**config.mk**
```make
export PLATFORM = sky130hd
export DESIGN_NAME = boss_phase_hp
export DESIGN_NICKNAME = d
export VERILOG_FILES = /design/src/rtl/vga_pkg.sv /design/src/rtl/boss_iframe_timer.sv /design/src/rtl/boss_phase_hp.sv
export SDC_FILE = /design/constraint.sdc
export NUM_CORES = 1
export LEC_CHECK = 0
export ABC_CLOCK_PERIOD_IN_PS = 5800
export BUFFER_PORTS_ARGS = -buffer_cell sky130_fd_sc_hd__buf_4
export CAP_MARGIN = 20
export CORE_ASPECT_RATIO = 1.2
export CORE_MARGIN = 3
export CORE_UTILIZATION = 35
export CTS_BUF_LIST = sky130_fd_sc_hd__clkbuf_8 sky130_fd_sc_hd__clkbuf_16
export DETAILED_ROUTE_END_ITERATION = 16
export GPL_TIMING_DRIVEN = 0
export PLACE_DENSITY_LB_ADDON = 0.2
export SKIP_LAST_GASP = 1
export SLEW_MARGIN = 10
export SYNTH_ARGS = -nofsm -noshare
export SYNTH_HDL_FRONTEND = slang
export SYNTH_SLANG_ARGS = --single-unit
```
**constraint.sdc**
```tcl
create_clock -name clk -period 5.8 [get_ports clk]
set_input_delay 0.29 -clock clk [delete_from_list [all_inputs] [get_ports clk]]
set_output_delay 0.29 -clock clk [all_outputs]
set_load 0.01 [all_outputs]
```
**src/rtl/vga_pkg.sv**
```systemverilog
// vga_pkg: shared display constants; boss section holds FSM states and default HP/damage.
package vga_pkg;
  localparam int BOSS_HGT = 64;
  localparam int BOSS_LNG = 96;
  localparam int BOSS_MAX_HP = 100;
  localparam logic [27:0] BOSS_DMG = {7'd2, 7'd2, 7'd1, 7'd1};
  typedef enum logic [1:0] {IDLE, FIGHT, INVULN, DEAD} boss_state_t;
  function automatic int boss_thresh(input int max_hp, input int n_phase, input int k);
    return max_hp * (n_phase - k) / n_phase;
  endfunction
endpackage

```
**src/rtl/boss_iframe_timer.sv**
```systemverilog
// boss_iframe_timer: frame-tick down-counter; done fires on the tick that takes it from 1 to 0.
module boss_iframe_timer #(
  parameter int IFRAMES = 30,
  localparam int CW = $clog2(IFRAMES + 1)
) (
  input  logic clk,
  input  logic rst,
  input  logic clear,
  input  logic load,
  input  logic run,
  input  logic frame_tick,
  output logic done
);
  logic [CW-1:0] cnt;
  always_ff @(posedge clk) begin
    if (rst || clear) cnt <= '0;
    else if (load) cnt <= CW'(IFRAMES);
    else if (run && frame_tick && cnt != '0) cnt <= cnt - 1'b1;
  end
  assign done = run && frame_tick && cnt == CW'(1) && !load;
endmodule

```
**src/rtl/boss_phase_hp.sv**
```systemverilog
// boss_phase_hp: boss HP with multi-source damage, remote min-merge, phases and post-phase iframes.
module boss_phase_hp
  import vga_pkg::*;
#(
  parameter int HP_W = 7,
  parameter int MAX_HP = BOSS_MAX_HP,
  parameter int N_SRC = 4,
  parameter logic [N_SRC*HP_W-1:0] DMG = BOSS_DMG,
  parameter int N_PHASE = 3,
  parameter int IFRAMES = 30,
  localparam int DW = HP_W + $clog2(N_SRC)
) (
  input  logic            clk,
  input  logic            rst,
  input  logic [1:0]      game_active,
  input  logic            game_start,
  input  logic            frame_tick,
  input  logic [N_SRC-1:0] hit,
  input  logic [HP_W-1:0] remote_hp,
  input  logic            remote_valid,
  output logic [HP_W-1:0] boss_hp,
  output logic            boss_alive,
  output logic [1:0]      boss_phase,
  output logic            invuln,
  output logic            defeated
);
  boss_state_t state;
  logic act, start, live, die, load, done;
  logic [DW-1:0] dmg;
  logic [HP_W-1:0] post, hp_new;
  logic [1:0] ph_calc, ph_new;
  always_comb begin
    act = |game_active;
    start = game_start && act;
    live = state == FIGHT || state == INVULN;
    dmg = '0;
    for (int i = 0; i < N_SRC; i++)
      dmg = dmg + ((hit[i] && state == FIGHT) ? DW'(DMG[i*HP_W +: HP_W]) : DW'(0));
    post = (dmg >= DW'(boss_hp)) ? '0 : boss_hp - dmg[HP_W-1:0];
    hp_new = (remote_valid && remote_hp < post) ? remote_hp : post;
    ph_calc = '0;
    for (int k = 1; k < N_PHASE; k++)
      ph_calc = ph_calc + ((int'(hp_new) <= boss_thresh(MAX_HP, N_PHASE, k)) ? 2'd1 : 2'd0);
    ph_new = (ph_calc > boss_phase) ? ph_calc : boss_phase;
    die = act && live && !start && hp_new == '0;
    load = act && live && !start && hp_new != '0 && ph_new != boss_phase;
  end
  boss_iframe_timer #(.IFRAMES(IFRAMES)) u_timer (
    .clk(clk),
    .rst(rst),
    .clear(start || die),
    .load(load),
    .run(act && state == INVULN),
    .frame_tick(frame_tick),
    .done(done)
  );
  always_ff @(posedge clk) begin
    if (rst) begin
      state <= IDLE;
      boss_hp <= HP_W'(MAX_HP);
      boss_phase <= '0;
      boss_alive <= 1'b0;
      invuln <= 1'b0;
      defeated <= 1'b0;
    end else if (start) begin
      state <= FIGHT;
      boss_hp <= HP_W'(MAX_HP);
      boss_phase <= '0;
      boss_alive <= 1'b1;
      invuln <= 1'b0;
      defeated <= 1'b0;
    end else begin
      defeated <= die;
      if (act && live) boss_hp <= hp_new;
      if (die) begin
        state <= DEAD;
        boss_alive <= 1'b0;
        invuln <= 1'b0;
      end else if (load) begin
        state <= INVULN;
        boss_phase <= ph_new;
        invuln <= 1'b1;
      end else if (done) begin
        state <= FIGHT;
        invuln <= 1'b0;
      end
    end
  end
endmodule

```
### Word-level counts from Yosys, hierarchy flattened

Cells that the tools add are included.

* register bits after elaboration: 19
* bits in latches: 0
* bits in writable memories: 0
* ROM bits: 0
* input bits: 18
* logic and storage cells: 78
* memories kept: 0

* add/sub/neg operators: 6
* multipliers: 0
* div/mod/pow operators: 0
* order comparisons: 5
* equal/unequal tests: 4
* shift-type cells: 0
* muxes and demuxes: 19
* bitwise operators: 1
* reduce and logical (&&, ||, !) cells: 34

Operators by type and width (number)
* 1-bit logical AND: 16
* 7-bit 2-to-1 mux: 2
* 2-bit 2-to-1 mux: 6
* 5-bit 2-to-1 mux: 2
* 1-bit 2-to-1 mux: 9
* 4-bit by 7-bit >= comparator with 1-bit output: 1
* 7-bit by 6-bit less-or-equal comparator with 1-bit output, second input constant: 1
* 7-bit less-or-equal comparator, second input constant: 1
* 7-bit zero test: 1
* 7-bit < comparator: 1
* 7-bit nonzero test: 1
* 7-bit by 4-bit subtractor with 7-bit output: 1
* 2-bit nonzero test: 3
* 2-bit OR reduction: 3
* 5-bit by 1-bit equality test with 1-bit output, second input constant: 1
* 5-bit nonzero test: 1
* 5-bit by 1-bit subtractor with 5-bit output, second input constant: 1
* 1-bit by 1-bit adder with 2-bit output: 2
* 3-bit by 2-bit adder with 4-bit output: 1
* 4-bit nonzero test: 1
* 2-bit by 2-bit adder with 3-bit output: 1
* 1-bit logical OR: 3
* 3-bit nonzero test: 1
* 3-bit OR reduction: 1
* 7 further kinds: 8

### Longest topological paths before layout

Gate-level depths: netlist of run 1.

* word-level depth: 24
* gate-level depth with buffers: 28
* depth with buffers taken out: 28

### Hierarchy

From an unflattened synthesis of run 1, not the netlist that was laid out.

* cells, all modules: 240
* area, all modules: 1896.8 um2

Modules (own cells, without submodules)
* boss_phase_hp: instances 1, cells each 204, area an instance 1560.2 um2
* boss_iframe_timer: instances 1, cells each 36, area an instance 336.6 um2

### Least setup slack after synthesis of run 1

No wires, ideal clock.

* path kind: reg-to-reg
* start point: register state[1]
* end point: register boss_phase[1]
* arrival time: 5.648 ns
* required time: 5.728 ns
* path slack: 0.080 ns
* stages on the path, launching flop included: 29
* path buffers: 0
* clock period less this slack: 5.720 ns
* path through: dfxtp_1 -> inv_1 -> ha_1 -> and2_1 -> ha_1 -> inv_1 -> fa_1 -> inv_1 -> fa_1 -> nor2b_1 -> nor2_1 -> xnor2_1 -> or2_1 -> ha_1 -> a211oi_1 -> nor2_1 -> or3_1 -> nor2_1 -> and3_1 -> a31oi_1 -> ha_1 -> inv_1 -> ha_1 -> nand2b_1 -> a31oi_1 -> nor3_1 -> inv_1 -> a211oi_1 -> mux2i_1

* word-level cells in the longest chain between the ends: 19

RTL lines
* start, declared: RTL line boss_phase_hp.sv:27 `boss_state_t state;`
* start signal, assigned: RTL line boss_phase_hp.sv:59 `state <= IDLE;`
* start signal, assigned: RTL line boss_phase_hp.sv:66 `state <= FIGHT;`
* start signal, assigned: RTL line boss_phase_hp.sv:76 `state <= DEAD;`
* 2-bit by 1-bit equality test with 1-bit output: RTL line boss_phase_hp.sv:35, boss_phase_hp.sv:38
* 1-bit logical AND: RTL line boss_phase_hp.sv:38 `dmg = dmg + ((hit[i] && state == FIGHT) ? DW'(DMG[i*HP_W +: HP_W]) : DW'(0));`
* 1-bit 2-to-1 mux: RTL line boss_phase_hp.sv:38
* 1-bit by 1-bit adder with 2-bit output: RTL line boss_phase_hp.sv:38
* 2-bit by 2-bit adder with 3-bit output: RTL line boss_phase_hp.sv:38
* 3-bit by 2-bit adder with 4-bit output: RTL line boss_phase_hp.sv:38
* 7-bit by 4-bit subtractor with 7-bit output / 4-bit by 7-bit >= comparator with 1-bit output (equally long branches): RTL line boss_phase_hp.sv:39 `post = (dmg >= DW'(boss_hp)) ? '0 : boss_hp - dmg[HP_W-1:0];`
* 7-bit 2-to-1 mux: RTL line boss_phase_hp.sv:39
* (+3 left out)
* 7-bit less-or-equal comparator / 7-bit by 6-bit less-or-equal comparator with 1-bit output (equally long branches): RTL line boss_phase_hp.sv:43 `ph_calc = ph_calc + ((int'(hp_new) <= boss_thresh(MAX_HP, N_PHASE, k)) ? 2'd1 : 2'd0);`
* 1-bit 2-to-1 mux: RTL line boss_phase_hp.sv:43
* 1-bit by 1-bit adder with 2-bit output: RTL line boss_phase_hp.sv:43
* 2-bit greater-than comparator: RTL line boss_phase_hp.sv:44 `ph_new = (ph_calc > boss_phase) ? ph_calc : boss_phase;`
* 2-bit 2-to-1 mux: RTL line boss_phase_hp.sv:44
* 2-bit inequality test: RTL line boss_phase_hp.sv:46 `load = act && live && !start && hp_new != '0 && ph_new != boss_phase;`
* 1-bit logical AND: RTL line boss_phase_hp.sv:46
* 2-bit AND reduction (no source line)
* end signal, assigned: RTL line boss_phase_hp.sv:81 `boss_phase <= ph_new;`
* end, declared: RTL line boss_phase_hp.sv:23 `output logic [1:0] boss_phase,`

Parallel ways exist; a longest one is shown, timed or not.
A chain may end at the register's enable or synchronous reset.

### Final worst setup path of run 1

* start point: register state[1]
* end point: register invuln

* word-level cells in the longest chain between the ends: 21

RTL lines
* 2-bit by 1-bit equality test with 1-bit output: RTL line boss_phase_hp.sv:35, boss_phase_hp.sv:38
* 1-bit logical AND: RTL line boss_phase_hp.sv:38
* 1-bit 2-to-1 mux: RTL line boss_phase_hp.sv:38
* 1-bit by 1-bit adder with 2-bit output: RTL line boss_phase_hp.sv:38
* 2-bit by 2-bit adder with 3-bit output: RTL line boss_phase_hp.sv:38
* 3-bit by 2-bit adder with 4-bit output: RTL line boss_phase_hp.sv:38
* 7-bit by 4-bit subtractor with 7-bit output / 4-bit by 7-bit >= comparator with 1-bit output (equally long branches): RTL line boss_phase_hp.sv:39
* 7-bit 2-to-1 mux: RTL line boss_phase_hp.sv:39
* (+5 left out)
* 1-bit by 1-bit adder with 2-bit output: RTL line boss_phase_hp.sv:43
* 2-bit greater-than comparator: RTL line boss_phase_hp.sv:44
* 2-bit 2-to-1 mux: RTL line boss_phase_hp.sv:44
* 2-bit inequality test: RTL line boss_phase_hp.sv:46
* 1-bit logical AND: RTL line boss_phase_hp.sv:46
* 1-bit zero test: RTL line boss_iframe_timer.sv:20 `assign done = run && frame_tick && cnt == CW'(1) && !load;`
* 1-bit logical AND: RTL line boss_iframe_timer.sv:20
* 2-bit nonzero test (no source line)
* end signal, assigned: RTL line boss_phase_hp.sv:63 `invuln <= 1'b0;`
* end signal, assigned: RTL line boss_phase_hp.sv:70 `invuln <= 1'b0;`
* end signal, assigned: RTL line boss_phase_hp.sv:78 `invuln <= 1'b0;`
* end, declared: RTL line boss_phase_hp.sv:24 `output logic invuln,`

Parallel ways exist; a longest one is shown, timed or not.

==> results of run 1 <==
==> worst min-delay path by stage <==
stage                               start                          to  slack, ps  cells after the start
4_1_cts                               rst     boss_alive$_SDFFE_PP0P_        230                      2
6_report                              rst     boss_alive$_SDFFE_PP0P_        240                      2
3_3_place_gp   boss_phase[1]$_SDFFE_PP0P_  boss_phase[1]$_SDFFE_PP0P_        480                      2
3_5_place_dp   boss_phase[1]$_SDFFE_PP0P_  boss_phase[1]$_SDFFE_PP0P_        470                      2
2_1_floorplan                         rst     boss_alive$_SDFFE_PP0P_        350                      1
5_1_grt                               rst     boss_alive$_SDFFE_PP0P_        230                      2
==> routing by layer <==
| layer | wire (µm) | vias up | global-route usage (%) |
|---|---|---|---|
| met5 | 0 | - | 0 |
| met2 | 2230 | 51 | 27.5 |
| met1 | 1920 | 784 | 17.3 |
| li1 | - | 870 | - |
| met4 | 144 | 0 | 8.40 |
| met3 | 173 | 14 | 1.84 |
==> sequential cells by signal, indices dropped and copies added, names as in the netlist <==
name,count
boss_hp,7
u_timer.cnt,5
boss_phase,2
state,2
boss_alive,1
defeated,1
invuln,1
==> cells in the mapped netlist, drive strengths merged, types with 2 or more instances <==
cell type  instances  share of area, %
a211oi            12               6.3
a21o               4               1.8
a21oi             15               4.5
a221oi             2               1.8
a311oi             3               1.6
a31oi              2              0.75
and2               2              0.75
and3               3               1.4
buf                2              0.90
clkbuf             2              0.45
dfxtp             19                23
fa                 2               2.4
ha                19                14
inv               13               2.9
mux2i              2               1.2
nand2             22               4.9
nand2b             4               1.5
nand3              4               1.2
nand3b             2              0.90
nand4              2              0.75
nor2              23               5.2
nor2b              4               1.5
nor3              10               3.0
o211ai             2              0.90
o21ai              5               1.5
o311ai             2               1.0
o31ai              3               1.3
or2                5               1.9
or3                6               2.5
or4                2              0.90
xnor2              3               1.6
xor2               3               1.6
==> power by group through the flow <==
stage	sequential [mW]	clock, mW	combinational (mW)
after floorplan	0.145	0	0.101
after CTS	0.141	0.0900	0.169
final	0.142	0.0889	0.194
after detailed placement	0.144	0	0.147
after global placement	0.144	0	0.145
after global routing	0.143	0.0986	0.218
==> cells in the final DEF (no fill, tap or decap), types with 2 or more instances in the layout <==
cell type	instances
buf_4	43
nor2_1	22
nand2_1	20
dfxtp_1	17
ha_1	13
a21oi_1	12
inv_1	11
nor3_1	7
a211oi_2	7
a211oi_1	5
ha_4	5
nand3_1	4
a21o_1	4
or3_1	4
inv_2	3
nand2b_1	3
nor2b_1	3
or2_1	3
o21ai_0	3
nor3_4	3
a311oi_1	3
xor2_1	3
clkbuf_8	3
and2_1	2
nand3b_1	2
nand2_4	2
clkbuf_1	2
a21oi_4	2
xnor2_1	2
nand4_1	2
or3_4	2
o21ai_1	2
and3_1	2
o31ai_1	2
o211ai_1	2
o311ai_1	2
mux2i_1	2
a221oi_2	2
fa_2	2
dfxtp_2	2
==> cell type report <==
| type | instances | area [µm²] | share of cell area, % |
|---|---|---|---|
| Sequential cell | 19 | 383 | 16.3 |
| Buffer | 4 | 22.5 | 0.959 |
| Clock buffer | 3 | 41.3 | 1.76 |
| Timing Repair Buffer | 43 | 323 | 13.8 |
| Multi-Input combinational cell | 176 | 1460 | 62.0 |
| Inverter | 13 | 48.8 | 2.08 |
| Tap cell | 56 | 70.1 | 2.99 |
| Clock inverter | 1 | 3.75 | 0.160 |
==> metrics by stage <==
stage	area, µm²	TNS (ps)	setup WS, ps
final	2350	0	267
after CTS	2150	0	18.0
after detailed placement	1960	-3340	-791
after floorplan	1670	0	79.9
after global placement	1960	-3020	-751
after global routing	2350	-59.2	-25.5
==> cell families (layout without fill, tap and decap cells) <==
family | after synthesis | in the layout
AOI/OAI and AO/OA | 56 | 56
xor gates and xnor gates | 6 | 6
adders and majority gates | 21 | 21
buffers and inverters | 17 | 64
DFF | 19 | 19
muxes | 2 | 2
and+or+nand+nor | 91 | 91
==> timing repair <==
action / 4_1_cts / 5_1_grt
setup endpoints to repair: 9 / 8
pin swaps: 6 / 14
setup buffers: 11 / 3
gates resized for setup: 16 / 32
==> metrics, run 1 <==
crit path time final 5530 ps; CTS tree done; multiplexer share of the synthesized area 1.20%; Fillers 442; Setup crit start state[1]$_SDFFE_PP0P_; Post-synth EDFFs 0; starting density of the core 37.7%; Final Non-Filler Cells 315; Crit Reg-Reg Startpoint state[1]$_SDFFE_PP0P_; Final setup viols 0; Cell Rows 26; most frequent CP cell inv_1; worst hold slack 236 ps; Clock Power Share 20.9%; status finished, final reports clean; Global Route Usage Sum 15.1%; asr flop ratio synth 0%; Hold Crit Class in2reg; Primary FF master, synth dfxtp_1; Clock Path Buffers 2; Simple-Gate Fraction of Synth Area 27.4%; Worst Path Arrival 5640 ps; total gr overflow 0; delay-heaviest family, CP adder cells; Layout Area Growth over Synthesis 40.6%; Pint 0.272 mW; Final HPWL DP 3.34 mm; pwr/cell area 181 nW/µm²; Die Height 81.7 µm; DRT Pass-1 Iters 4; Worst Path Max Fanout 4; synth unique cells 46; slowest CP cell fa_2; placed cells 297; Seq/Total Area, Yosys 22.8%; Cells after Synth 212; DR iter-0 viols 54; final WL 4.48 mm; first-pass GRT wire length 7.11 mm; FMAX 181 MHz; CP Buf/Inv Count 6; routed length per instance 14.2 µm; CP endpoint invuln$_SDFFE_PP0P_; post-synthesis xor/xnor area fraction 3.15%; Data required, critical path 5910 ps; Slew headroom 44.7%; Worst Skew 0.883 ps; critical path depth 29; Synth Cell Area 1670 µm²; adder-cell share of the synthesized area 16.6%; DRC violations left 0; syn nets 251; R2R cell count 29; Flop pwr share 33.4%; largest net degree at the start of global routing 11; Max Transition Viols Final 0; CP Capture Type flip-flop; Comb pwr share 45.7%; Switch Pwr 0.153 mW; number of diodes 0; startpoint types flip-flop; register bit total from synthesis 19; CTS hold repair buffers 0; Final nets 299; # port buffers 29; io pins 30; switch share 36.0%; fraction of layout cells with a size suffix above 1 35.1%; LEAKAGE 0.921 nW; critical path type reg2reg; Core ar. 4420 µm²; root buf cell clkbuf_8; Worst-path clk slew 70 ps; via density per instance 5.46; Final ANT Viol Nets 0; vias in the first global route 1608; part of the cycle the worst path needs 95.4%; Die ar. 5640 µm²; Final Hold Vio Count 0; Worst Tran Pin Value 826 ps; Ys Warns 0; total power 0.426 mW; die width 69.0 µm; largest family of logic cells by synthesized area simple AND/OR/NAND/NOR gates; Mean Syn Cell Area 7.87 µm²; post-synthesis compound-gate area fraction 24.6%; placer congestion estimate 0.891; Max stage delay on crit path 560 ps; initial antenna violation count 0; final core utilization 53.1%; Worst-Skew Late Latency 250 ps; VDD IR max 0.0834 mV; worst r2r dst invuln$_SDFFE_PP0P_; H-tree Lvls 1; vias after detailed routing 1719; Sinks on Clock Net 19; flop2flop setup slack 270 ps; max_cap viols 0; TritonCTS Buffers 3
Note: power is estimated with default switching activity, not from simulation.
==> inputs of run 2 (changes only) <==
--- a/config.mk
+++ b/config.mk
@@ -6,7 +6,7 @@
 export NUM_CORES = 1
 export LEC_CHECK = 0
 export ABC_CLOCK_PERIOD_IN_PS = 5800
-export BUFFER_PORTS_ARGS = -buffer_cell sky130_fd_sc_hd__buf_4
+export BUFFER_PORTS_ARGS = -buffer_cell sky130_fd_sc_hd__buf_2
 export CAP_MARGIN = 20
 export CORE_ASPECT_RATIO = 1.2
 export CORE_MARGIN = 3
==> constraint.sdc (replaced) <==
create_clock -name clk -period 5.8 [get_ports clk]
set_input_delay 1.16 -clock clk [delete_from_list [all_inputs] [get_ports clk]]
set_output_delay 1.16 -clock clk [all_outputs]
set_load 0.01 [all_outputs]
==> run 2 against run 1 <==
Clock power up 4.4%. Worst setup slack worse by 92 ps. Critical endpoint is now boss_phase[1]$_SDFFE_PP0P_. Die area unchanged. Global-route usage up 0.59 points. Hold slack better by 240 ps. Fmax down 1.6%. Wire length up 0.56%.
==> metrics, run 2 (same netlist as run 1, synthesis figures left out) <==
largest net degree at the start of global routing 12; Worst Path Arrival 5810 ps; min-delay src boss_phase[1]$_SDFFE_PP0P_; FF/Latch Area 380 µm²; max reg flops 7; most common cell after layout, fill and taps aside buf_2; Cell Rows 26; Final HPWL DP 3.37 mm; commonest cells after routing, fill and taps aside buf_2 (27), nand2_1 (20), nor2_1 (20), dfxtp_1 (19), ha_1 (14); final WL 4.50 mm; max_cap viols 0; Final Hold Vio Count 0; Global Route Usage Sum 15.7%; initial antenna violation count 0; Die Height 81.7 µm; Worst-Skew Late Latency 250 ps; Fillers 438; Clock Path Buffers 2; Final nets 298; die width 69.0 µm; FMAX 178 MHz; startpoint types primary input; Hold Crit Class reg2reg; multi-input logic area 1500 µm²; pwr/cell area 191 nW/µm²; DRT Pass-1 Iters 4; CTS hold repair buffers 0; VDD IR max 0.0835 mV; Setup crit start hit[0]; Slew headroom 43.2%; Worst Skew 3.24 ps; starting density of the core 37.7%; Final ANT Viol Nets 0; Crit Reg-Reg Startpoint state[1]$_SDFFE_PP0P_; vias after detailed routing 1708; TritonCTS Buffers 3; crit path time final 5630 ps; Worst Path Max Fanout 7; vias in the first global route 1585; # port buffers 29; Core ar. 4420 µm²; total gr overflow 0; placer congestion estimate 0.869; root buf cell clkbuf_8; Die ar. 5640 µm²; Worst Tran Pin Value 849 ps; DRC violations left 0; LEAKAGE 0.900 nW; number of diodes 0; critical path type in2reg; io pins 30; worst hold slack 480 ps; H-tree Lvls 1; Largest Register boss_hp; Worst-path clk slew 70 ps; CTS tree done; Max Transition Viols Final 0; Final setup viols 0; DR iter-0 viols 78; Top Registers boss_hp (7), u_timer.cnt (5); first-pass GRT wire length 7.33 mm; via density per instance 5.44; status finished, final reports clean; Sinks on Clock Net 19; part of the cycle the worst path needs 97.0%; Data required, critical path 5990 ps; total power 0.447 mW; fraction of layout cells with a size suffix above 1 38.8%; CP Capture Type flip-flop; RSZ-0062 raised after global routing yes; Layout Area Growth over Synthesis 40.0%; routed length per instance 14.3 µm
run 2: per-stage QoR:
step	worst slack [ps]	area (µm²)	TNS, ps	util [%]	instances
floorplan	-84.8	1760	-84.8	-	212
global placement	-651	1980	-3730	44.7	297
detailed placement	-624	1980	-3770	44.7	297
CTS	25.5	2140	0	48.5	308
global route	-134	2340	-470	52.8	314
finish	174	2340	0	52.8	314
run 2: report_power, final:
part	leakage [nW]	total [mW]	switching (mW)	internal (mW)
Combinational	0.720	0.213	0.115	0.0980
Sequential	0.154	0.141	0.00580	0.136
Clock	0.0255	0.0928	0.0451	0.0477
run 2: worst max-delay path, stage by stage:
cell	delay, ps
buf_6	90
and2_4	150
ha_4	150
inv_2	40
fa_1	440
ha_1	330
nand3b_1	150
nand2_4	140
a21oi_2	120
or3_4	420
ha_1	300
nor2_1	130
a211oi_2	60
or3_4	390
nor2_4	140
and3_4	210
a31oi_4	40
ha_4	300
inv_4	30
ha_4	150
o21bai_4	140
a31oi_4	120
nor3_4	180
inv_2	70
a211oi_2	170
mux2i_1	200
run 2: repair_timing:
item / 4_1_cts / 5_1_grt
resized for setup: 12 / 29
pin swaps: 13 / 9
endpoints found under the setup margin: 8 / 10
buffers inserted: 7 / 6
run 2: routing by layer:
layer | GRT usage [%] | wire [µm] | part of all wire (%) | vias up
met1 | 19.9 | 1970 | 44 | 801
met4 | 5.47 | 76 | 1.7 | 0
met5 | 0 | 0 | 0 | -
met2 | 28.1 | 2330 | 52 | 33
li1 | - | - | - | 866
met3 | 1.35 | 123 | 2.7 | 8
run 2: cell type report:
| cell class | instances | area share, % |
|---|---|---|
| Clock inverter | 1 | 0.214 |
| Tap cell | 56 | 3.00 |
| Inverter | 13 | 2.20 |
| Sequential cell | 19 | 16.3 |
| Clock buffer | 3 | 1.77 |
| Timing Repair Buffer | 42 | 11.2 |
| Multi-Input combinational cell | 176 | 64.3 |
| Buffer | 4 | 0.964 |
run 2: final timing paths:
path / end / slack [ps] / cells past startpoint
setup / recovery: boss_phase[1]$_SDFFE_PP0P_ / 170 / 26
hold / removal: boss_phase[1]$_SDFFE_PP0P_ / 480 / 2
setup reg to reg: boss_phase[1]$_SDFFE_PP0P_ / 470 / 27
hold reg to reg: boss_phase[1]$_SDFFE_PP0P_ / 480 / 2
